**src/rtl/ro_scan_sequencer.sv**
```systemverilog
// ro_scan_sequencer
//   Time-multiplexes N_OSC ring oscillators onto one shared gate counter. For
//   each oscillator the block enables it, lets it settle with the counter held
//   clear, gates the counter for WIN_CYC cycles, latches the count, and sends
//   a frame to the UART TX side: {4'hA, idx}, res[7:0], res[15:8].
//
//   Optional feature macro: SEQ_CHECKSUM_EN. When it is defined, a fourth byte
//   (id ^ lo ^ hi) follows each frame using the same handshake.
//
// Ports
//   clk, reset   rising-edge clock, synchronous active-high reset
//   start        one-cycle pulse that begins a scan pass (ignored while busy)
//   continuous   restart the pass automatically after the last oscillator
//   osc_mask     oscillators to include; sampled at the start of each pass
//   osc_en       one-hot (or zero) enable to the oscillator bank
//   cnt_clr      clear to the shared counter
//   cnt_en       counter gate
//   count        counter value, valid 2 cycles after cnt_en falls
//   tx_data      byte to the UART, valid while tx_start is high
//   tx_start     one-cycle transmit pulse
//   tx_busy      UART transmitting
//   busy         pass in progress
//   done         one-cycle pulse at the end of each pass
module ro_scan_sequencer #(
  parameter int N_OSC      = 4,
  parameter int CNT_W      = 16,
  parameter int SETTLE_CYC = 32,
  parameter int WIN_CYC    = 1000
) (
  input  logic             clk,
  input  logic             reset,
  input  logic             start,
  input  logic             continuous,
  input  logic [N_OSC-1:0] osc_mask,
  output logic [N_OSC-1:0] osc_en,
  output logic             cnt_clr,
  output logic             cnt_en,
  input  logic [CNT_W-1:0] count,
  output logic [7:0]       tx_data,
  output logic             tx_start,
  input  logic             tx_busy,
  output logic             busy,
  output logic             done
);

  localparam int CYC_MAX = (WIN_CYC > SETTLE_CYC) ? WIN_CYC : SETTLE_CYC;
  localparam int CYC_W   = $clog2(CYC_MAX + 1);

  typedef enum logic [3:0] {
    IDLE,
    SELECT,
    SETTLE,
    GATE,
    HOLD,
    TX_ID,
    TX_LO,
    TX_HI,
`ifdef SEQ_CHECKSUM_EN
    TX_CK,
`endif
    NEXT
  } state_t;

  state_t             state_q, state_d;
  logic [3:0]         idx_q, idx_d;
  logic [N_OSC-1:0]   mask_q, mask_d;
  logic [CYC_W-1:0]   cyc_q, cyc_d;
  logic [15:0]        res_q, res_d;
  // 0: waiting for tx_busy low, 1: the cycle after tx_start, where tx_busy
  // may not yet reflect the new byte and is ignored.
  logic               tx_ph_q, tx_ph_d;

  // Counter result normalised to 16 bits (truncate or zero-extend).
  logic [15:0] cnt16;
  generate
    if (CNT_W >= 16) begin : g_trunc
      assign cnt16 = count[15:0];
    end else begin : g_zext
      assign cnt16 = {{(16 - CNT_W){1'b0}}, count};
    end
  endgenerate

  // Lowest set mask bit at/above idx_q, and whether any set bit lies above it.
  logic [3:0] sel_idx;
  logic       has_next;
  always_comb begin
    sel_idx  = idx_q;
    has_next = 1'b0;
    for (int i = N_OSC - 1; i >= 0; i--) begin
      if (mask_q[i] && (i >= int'(idx_q))) sel_idx = 4'(i);
    end
    for (int i = 0; i < N_OSC; i++) begin
      if (mask_q[i] && (i > int'(idx_q))) has_next = 1'b1;
    end
  end

  logic [7:0] id_byte, tx_byte;
  assign id_byte = {4'hA, idx_q};

  always_comb begin
    case (state_q)
      TX_ID:   tx_byte = id_byte;
      TX_LO:   tx_byte = res_q[7:0];
      TX_HI:   tx_byte = res_q[15:8];
`ifdef SEQ_CHECKSUM_EN
      TX_CK:   tx_byte = id_byte ^ res_q[7:0] ^ res_q[15:8];
`endif
      default: tx_byte = 8'h00;
    endcase
  end

  logic osc_on, tx_go, done_raw;

  always_comb begin
    state_d  = state_q;
    idx_d    = idx_q;
    mask_d   = mask_q;
    cyc_d    = cyc_q;
    res_d    = res_q;
    tx_ph_d  = tx_ph_q;
    osc_on   = 1'b0;
    cnt_clr  = 1'b1;
    cnt_en   = 1'b0;
    tx_go    = 1'b0;
    done_raw = 1'b0;

    case (state_q)
      IDLE: begin
        if (start) begin
          mask_d = osc_mask;
          idx_d  = 4'd0;
          if (osc_mask == '0) done_raw = 1'b1;
          else                state_d  = SELECT;
        end
      end
      SELECT: begin
        idx_d   = sel_idx;
        cyc_d   = '0;
        state_d = SETTLE;
      end
      SETTLE: begin
        osc_on = 1'b1;
        if (cyc_q == CYC_W'(SETTLE_CYC - 1)) begin
          cyc_d   = '0;
          state_d = GATE;
        end else begin
          cyc_d = cyc_q + 1'b1;
        end
      end
      GATE: begin
        osc_on  = 1'b1;
        cnt_clr = 1'b0;
        cnt_en  = 1'b1;
        if (cyc_q == CYC_W'(WIN_CYC - 1)) begin
          cyc_d   = '0;
          state_d = HOLD;
        end else begin
          cyc_d = cyc_q + 1'b1;
        end
      end
      HOLD: begin
        // Counter output lags the gate by two cycles; keep it uncleared.
        osc_on  = 1'b1;
        cnt_clr = 1'b0;
        if (cyc_q == CYC_W'(1)) begin
          res_d   = cnt16;
          tx_ph_d = 1'b0;
          state_d = TX_ID;
        end else begin
          cyc_d = cyc_q + 1'b1;
        end
      end
      TX_ID, TX_LO, TX_HI
`ifdef SEQ_CHECKSUM_EN
      , TX_CK
`endif
      : begin
        if (!tx_ph_q) begin
          if (!tx_busy) begin
            tx_go   = 1'b1;
            tx_ph_d = 1'b1;
          end
        end else begin
          tx_ph_d = 1'b0;
          case (state_q)
            TX_ID:   state_d = TX_LO;
            TX_LO:   state_d = TX_HI;
`ifdef SEQ_CHECKSUM_EN
            TX_HI:   state_d = TX_CK;
`endif
            default: state_d = NEXT;
          endcase
        end
      end
      NEXT: begin
        if (has_next) begin
          idx_d   = idx_q + 4'd1;
          state_d = SELECT;
        end else begin
          done_raw = 1'b1;
          if (continuous) begin
            mask_d  = osc_mask;
            idx_d   = 4'd0;
            state_d = (osc_mask != '0) ? SELECT : IDLE;
          end else begin
            state_d = IDLE;
          end
        end
      end
      default: state_d = IDLE;
    endcase
  end

  // Pulses are suppressed in the reset cycle so reset beats a coincident start.
  always_comb begin
    for (int i = 0; i < N_OSC; i++) osc_en[i] = osc_on && (4'(i) == idx_q);
  end
  assign tx_start = tx_go & ~reset;
  assign tx_data  = tx_start ? tx_byte : 8'h00;
  assign done     = done_raw & ~reset;
  assign busy     = (state_q != IDLE);

  always_ff @(posedge clk) begin
    if (reset) begin
      state_q <= IDLE;
      idx_q   <= 4'd0;
      mask_q  <= '0;
      cyc_q   <= '0;
      res_q   <= 16'h0000;
      tx_ph_q <= 1'b0;
    end else begin
      state_q <= state_d;
      idx_q   <= idx_d;
      mask_q  <= mask_d;
      cyc_q   <= cyc_d;
      res_q   <= res_d;
      tx_ph_q <= tx_ph_d;
    end
  end

endmodule

```
**config.mk**
```make
export PLATFORM = sky130hd
export DESIGN_NAME = ro_scan_sequencer
export DESIGN_NICKNAME = d
export VERILOG_FILES = /design/src/rtl/ro_scan_sequencer.sv
export SDC_FILE = /design/constraint.sdc
export NUM_CORES = 1
export LEC_CHECK = 0
export BUFFER_PORTS_ARGS = -buffer_cell sky130_fd_sc_hd__buf_2
export CELL_PAD_IN_SITES_DETAIL_PLACEMENT = 1
export CELL_PAD_IN_SITES_GLOBAL_PLACEMENT = 1
export CORE_AREA = 5 5 86 88
export CTS_CLUSTER_SIZE = 24
export DETAILED_ROUTE_END_ITERATION = 6
export DIE_AREA = 0 0 91 93
export GPL_TIMING_DRIVEN = 0
export PLACE_DENSITY_LB_ADDON = 0.1
export SLEW_MARGIN = 40
export SYNTH_ARGS = -nofsm -noshare
export SYNTH_HDL_FRONTEND = slang
export SYNTH_SLANG_ARGS = --single-unit
```
**constraint.sdc**
```tcl
create_clock -name clk -period 2.1 [get_ports clk]
set_input_delay 0.42 -clock clk [delete_from_list [all_inputs] [get_ports clk]]
set_output_delay 0.42 -clock clk [all_outputs]
set_load 0.03 [all_outputs]
```
==> summary.md, run 1 <==
| Metric | Value |
|---|---|
| Peak supply drop | `between 0.5 and 0.6 mV` |
| Drt first pass iters | `4` |
| I/O Buffers | `41` |
| Detail Route Antenna Nets | `0` |
| Setup slack, reg-to-reg | `-0.14 ns` |
| Pins Over Slew Limit | `0` |
| Main area contributors after synthesis | `dfxtp_1 34%, nand2_1 8.1%, a21oi_1 7.5%` |
| CP top delay family | `compound AO/OA/AOI/OAI gates` |
| Vias per inst | `5.37` |
| Worst setup path startpoint | `state_q[2]$_SDFFE_PP0P_` |
| GRT overflow | `0` |
| Failing checks | `negative setup slack` |
| Synthesized area | `between 2000 and 2500 sq um` |
| Hold EP | `res_q[7]$_SDFFE_PP0P_` |
| Max-Cap Viols | `0` |
| Final Setup Violations | `39` |
| Status | `complete, but fails checks` |
| Row count | `30` |
| Number of synthesis warnings | `0` |
| Hold Startpoint | `count[7]` |
| Critical R2R Launch | `cyc_q[6]$_SDFFE_PP0P_` |
| Most used DFF post-synth | `dfxtp_1` |
| RSZ-0062 raised after global routing | `yes` |
| Share of the synthesized area in the top cell type | `about a third` |
| Yosys cell types | `52` |
| Final #Nets | `a little over 400` |
| R2r endpoint | `state_q[1]$_SDFFE_PP0P_` |
| CP startpoint kind | `flop` |
| Largest net degree at the start of global routing | `14` |
| Hold-fix buffers, CTS | `0` |
| Pre-CTS WS | `-0.398 ns` |
| CP Max Fanout | `10` |
| Slowest CP cell | `a2111oi_4` |
| First-pass GRT wire length | `between 10 and 15 mm` |
| DR iter-0 viols | `99` |
| Max frequency | `445 MHz` |
| Die Footprint | `around 8500 sq um` |
| Chip height | `slightly above 90 um` |
| CP Capture Type | `output pin` |
| Fin crit share | `107%` |
| Total track usage | `about 18%` |
| Layout Skew | `around 0.0080 ns` |
| Sequential cell area fraction in the yosys report | `approximately a third` |
| Fin crit period | `around 2.2 ns` |
| Slew @ Worst Pin | `0.781 ns` |
| Synth Net Count | `327` |
| Clock sink count | `39` |
| CTS buffer count | `5` |
| Hold_ws | `about 0.35 ns` |
| Clk Latency, worst-skew pair | `~0.31 ns` |
| Kind of critical path | `reg -> out` |
| Worst Hold Depth | `3` |
| Core box area | `about 6600 sq um` |
| Hpwl dp | `~5.1 mm` |
| Final Hold Fails | `0` |
| ANT cells | `0` |
| CTS max path bufs | `2` |
| Tightest Hold Check Type | `in -> reg` |
| Async SR Flop Fraction | `0%` |
| Share of layout cells above drive strength 1 | `around half` |
| Worst path arrival time | `1.83 ns` |
| Buffers & Inverters on Critical Path | `2` |
| Final Core Density | `57.2%` |
| Setup ws final | `-0.147 ns` |
| CTS root buf | `clkbuf_8` |
| Critical Path RT | `1.68 ns` |
| Top-count cell post-synth | `nand2_1` |
| R2r worst-path depth | `6` |
| Critical path, cell by cell | `buf_4, nand2b_4, a2111oi_4, and3_1, buf_6` |
| Area growth from synthesis to layout | `65.6%` |
| Vias in the first global route | `2,474` |
| Placed cells | `about 420` |
| Placer congestion estimate | `0.784` |
| Synth Area per Inst | `7.64 sq um` |
| Via count | `about 2.5k` |
| Static Leak | `between 1 and 1.5 nW` |
| Layout Cells excl Fill | `roughly 460` |
| Width of the die | `91 um` |
| Total Power | `about 3.3 mW` |
| Flops & latches, synth | `39` |
| Post-synth EDFFs | `0` |
| Initial antenna violation count | `0` |
| Slowest stage delay, CP | `0.46 ns` |
| Slew headroom | `47.9%` |
| Synth Instances | `just under 300` |
| IO Count | `42` |
| Initial Util | `between 30% and 40%` |
| CTS H-tree depth | `2` |
| Largest area contributor in the netlist | `dfxtp_1` |
| Commonest cells post-synth | `49 x nand2_1, 39 x dfxtp_1, 34 x a21oi_1, 32 x nor2_1, 14 x nand2b_1` |
| Drt drc | `0` |
| Pwr Density | `slightly below 900 nW/um^2` |
| TritonCTS clock tree | `built` |
| Total wire length | `8.36 mm` |
| Clock-pin slew on the worst setup and hold paths | `around 0.090 ns` |
| Wirelength per Cell | `between 15 and 20 um` |
metrics by stage:
| step | TNS, ns | area, sq um |
|---|---|---|
| finish | -2.73 | 3760 |
| global route | -5.04 | 3760 |
| CTS | -3.10 | 3270 |
| detailed placement | -10.66 | 2610 |
| global placement | -9.95 | 2610 |
| floorplan | -0.340 | 2300 |
cell families (layout without fill, tap and decap cells):
kind of cell,count (synthesis),count (layout),share of synthesized area [%]
AOI/OAI and AO/OA,69,69,20.2
adders and majority gates,5,5,2.76
buffers and inverters,28,107,4.96
DFF,39,39,34.4
xor gates and xnor gates,6,6,2.32
muxes,12,12,5.30
and+or+nand+nor,138,138,30.0
final cells by class:
| type | count | area, sq um |
|---|---|---|
| fill | 774 | 2810 |
| inverter | 13 | 53.8 |
| tap | 80 | 100 |
| clock inverter | 3 | 43.8 |
| sequential | 39 | 813 |
| buffer | 13 | 140 |
| clock buffer | 5 | 68.8 |
| multi-input combinational | 230 | 1930 |
| timing repair buffer | 73 | 606 |
placed cells by master, fill, tap and decap left out, types with 4 or more instances in the layout:
| master | instances |
|---|---|
| nand2_2 | 6 |
| xor2_1 | 5 |
| nor2_4 | 6 |
| clkbuf_8 | 5 |
| nand3_1 | 4 |
| nand2_4 | 16 |
| nor2_1 | 24 |
| a21oi_1 | 12 |
| dfxtp_1 | 27 |
| dfxtp_4 | 7 |
| or3_1 | 5 |
| inv_1 | 8 |
| buf_8 | 4 |
| nor2b_1 | 5 |
| buf_2 | 27 |
| nand2b_1 | 12 |
| buf_6 | 22 |
| nand2_1 | 27 |
| buf_4 | 23 |
| dfxtp_2 | 5 |
| nor3_1 | 4 |
| clkbuf_1 | 4 |
| mux2i_1 | 11 |
| a21oi_2 | 19 |
worst min-delay path, stage by stage:
cell,delay (ns)
buf_2,0.10
nand2_2,0.05
a21oi_2,0.04
sequential cells by signal, indices dropped and copies added, names as in the netlist:
register  flops
mask_q        4
cyc_q        10
res_q        16
state_q       4
tx_ph_q       1
idx_q         4
timing repair:
item                                    4_1_cts  5_1_grt
gates resized for setup                      98      102
endpoints found under the setup margin       42       47
pin swaps                                    18       47
gates cloned                                  0        3
setup buffers                                24        6
layer usage:
| metal | vias up | GRT usage, % | wire [um] |
|---|---|---|---|
| li1 | 1196 | - | - |
| met1 | 1196 | 21.7 | 3650 |
| met2 | 41 | 31.2 | 4320 |
| met3 | 17 | 3.70 | 233 |
| met4 | 0 | 4.28 | 153 |
| met5 | - | 0 | 0 |
where the power goes:
part	internal (mW)	total, mW	switching, mW	leakage [nW]
clock	0.354	0.666	0.311	0.0581
combinational	0.819	1.72	0.905	0.970
sequential	0.823	0.926	0.104	0.323
total	2.00	3.32	1.32	1.35
worst max-delay path by stage:
stage | end | slack (ns) | cells after the start
final | osc_en[1] | -0.15 | 5
after global routing | state_q[1]$_SDFFE_PP0P_ | -0.23 | 7
after CTS | tx_data[7] | -0.21 | 6
after detailed placement | res_q[11]$_SDFFE_PP0P_ | -0.40 | 7
after global placement | idx_q[3]$_SDFFE_PP0P_ | -0.36 | 8
after floorplan | tx_data[4] | -0.09 | 7
No activity file was read; power rests on OpenSTA's default activity.
==> run 2: changes to the inputs <==
TNS_END_PERCENT = 20   (was not set)
==> run 2 against run 1 <==
Against the previous run: final cell count did not move; power decreased by 12%; the flow still finishes with violations (negative setup slack); register-to-register slack hardly changed; largest cell class unchanged; count of clock-buffer cells in the layout up 1; wire length is 9.3% lower; critical path depth grew 3; via count fell by 2.2%; critical path type is now reg -> reg; setup slack got worse by 0.0022 ns; non-clock buffer count stayed put; first-iteration DRC count fell by 22%.
==> summary.md, run 2 (synthesis gave the netlist of run 1 again) <==
| Metric | Value |
|---|---|
| Status | `complete, but fails checks` |
| Failing checks | `negative setup slack` |
| Share of layout cells above drive strength 1 | `37.5%` |
| Peak supply drop | `around 0.45 mV` |
| Pins Over Slew Limit | `0` |
| Fill count | `roughly 810` |
| Logic pwr share | `a little over 50%` |
| Largest net degree at the start of global routing | `13` |
| First-pass GRT wire length | `around 12 mm` |
| Die Footprint | `approximately 8500 sq um` |
| Placer congestion estimate | `0.799` |
| Clock-pin slew on the worst setup and hold paths | `around 0.08 ns` |
| Hpwl dp | `5.05 mm` |
| Critical Path RT | `between 2 and 2.5 ns` |
| Fin crit share | `107%` |
| CTS buffer count | `5` |
| Drt drc | `0` |
| Max frequency | `around 440 MHz` |
| Buffers & Inverters on Critical Path | `2` |
| Slowest CP cell | `or4_4` |
| IO Count | `42` |
| Drt first pass iters | `4` |
| Seq pwr share | `31.6%` |
| Final instance area | `between 3000 and 4000 sq um` |
| Layout Skew | `0.0105 ns` |
| Critical path, cell by cell | `inv_4, ha_4, or4b_4, or4_4, buf_8, a2111oi_4, o21bai_1, a21oi_1` |
| Row count | `30` |
| CTS max path bufs | `2` |
| CP Capture Type | `flop` |
| CP Max Fanout | `4` |
| Slew headroom | `between 50 and 60%` |
| Tightest Hold Check Type | `in -> reg` |
| Clk Latency, worst-skew pair | `approximately 0.30 ns` |
| Fin crit period | `~2.2 ns` |
| Vias per inst | `approximately 5.3` |
| Via count | `2,395` |
| Hold-fix buffers, CTS | `0` |
| Detail Route Antenna Nets | `0` |
| Setup ws final | `-0.150 ns` |
| CTS root buf | `clkbuf_8` |
| Pwr Density | `a little under 900 nW/um^2` |
| Initial Util | `roughly a third` |
| Clock sink count | `39` |
| Sw Pwr | `between 1 and 1.5 mW` |
| Worst setup path startpoint | `cyc_q[1]$_SDFFE_PP0P_` |
| Total wire length | `7.58 mm` |
| Chip height | `93 um` |
| Max reg flops | `16` |
| Slew @ Worst Pin | `between 0.6 and 0.7 ns` |
| Most frequent cells in the layout | `44 x nand2_1, 34 x buf_4, 31 x a21oi_1, 31 x dfxtp_1, 29 x nor2_1` |
| Wirelength per Cell | `16.6 um` |
| I/O Buffers | `~40` |
| Vias in the first global route | `roughly 2.4k` |
| Hold_ws | `0.354 ns` |
| Width of the die | `approximately 91 um` |
| Pint | `between 1.5 and 2 mW` |
| Static Leak | `~1.2 nW` |
| Regs by FF count | `res_q x16, cyc_q x10` |
| Leading cell type in the layout, fill and taps excluded | `nand2_1` |
| Critical R2R Launch | `cyc_q[1]$_SDFFE_PP0P_` |
| Final #Nets | `between 400 and 500` |
| Worst path arrival time | `roughly 2.5 ns` |
| Initial antenna violation count | `0` |
| Sw Share | `40.1%` |
| ANT cells | `0` |
| Final Setup Violations | `34` |
| Layout Cells excl Fill | `around 460` |
| Most flops, register | `res_q` |
| Placed cells | `~420` |
| TritonCTS clock tree | `built` |
| GRT overflow | `0` |
| Clock power frac | `17.6%` |
| Total track usage | `between 10% and 20%` |
| Core box area | `6570 sq um` |
| Hold Startpoint | `count[15]` |
| DR iter-0 viols | `between 70 and 80` |
| RSZ-0062 raised after global routing | `yes` |
| Final Hold Fails | `0` |
| Kind of critical path | `reg -> reg` |
| Max-Cap Viols | `0` |
| CP startpoint kind | `flop` |
| Slowest stage delay, CP | `0.53 ns` |
| Area growth from synthesis to layout | `45.1%` |
| CP top delay family | `simple AND/OR/NAND/NOR gates` |
| Final Core Density | `between 50% and 60%` |
| CTS H-tree depth | `2` |
| Placed Area | `between 2000 and 3000 sq um` |
run 2: cell types whose count changed in the layout (fill, tap and decap cells not counted), sizes merged:
cell and change:
clkinvlp +1, bufinv -1, clkinv -1, clkbuf +1
run 2: timing repair:
item                                    CTS  global route
pin swaps                                 6            19
endpoints found under the setup margin   47            49
gates resized for setup                  64            54
gates cloned                              0             1
setup buffers                            10            20
run 2: final timing paths:
kind / slack, ns / depth (start not counted) / endpoint
hold reg to reg: 0.46 / 2 / res_q[10]$_SDFFE_PP0P_
setup / recovery: -0.15 / 8 / state_q[1]$_SDFFE_PP0P_
setup reg to reg: -0.15 / 8 / state_q[1]$_SDFFE_PP0P_
hold / removal: 0.35 / 3 / res_q[15]$_SDFFE_PP0P_
run 2: final cells by class:
cell class / instances / area [sq um] / area share, %
Tap cell: 80 / 100 / 3.04
Sequential cell: 39 / 811 / 24.6
Timing Repair Buffer: 72 / 512 / 15.5
Clock inverter: 2 / 12.5 / 0.380
Buffer: 14 / 118 / 3.57
Inverter: 13 / 56.3 / 1.71
Clock buffer: 6 / 72.6 / 2.20
Multi-Input combinational cell: 230 / 1610 / 48.9
run 2: per-layer routing:
metal  global-route usage (%)  up-vias  wire length, um
li1                         -     1192                -
met1                     21.4     1169             3420
met2                     29.4       27             3880
met3                     3.46        7              206
met4                     3.67        0               66
met5                        0        -                0
run 2: worst reg2reg max path: stages, from the launching register on:
cell,delay (ns)
dfxtp_4,0.36
inv_4,0.06
ha_4,0.11
or4b_4,0.47
or4_4,0.53
buf_8,0.15
a2111oi_4,0.27
o21bai_1,0.11
a21oi_1,0.13
run 2: power by group through the flow:
stage	Clock [mW]	Combinational [mW]	Sequential (mW)
floorplan	0	0.758	0.874
detailed placement	0	1.01	0.903
finish	0.515	1.49	0.925
global placement	0	0.998	0.902
global route	0.572	1.62	0.935
CTS	0.529	1.18	0.908
run 2: per-stage QoR:
| step | setup slack, ns | TNS [ns] | power (mW) |
|---|---|---|---|
| floorplan | -0.116 | -0.836 | 1.63 |
| global placement | -0.639 | -12.67 | 1.90 |
| detailed placement | -0.648 | -12.54 | 1.91 |
| CTS | -0.194 | -2.69 | 2.62 |
| global route | -0.209 | -5.48 | 3.12 |
| finish | -0.150 | -2.43 | 2.93 |
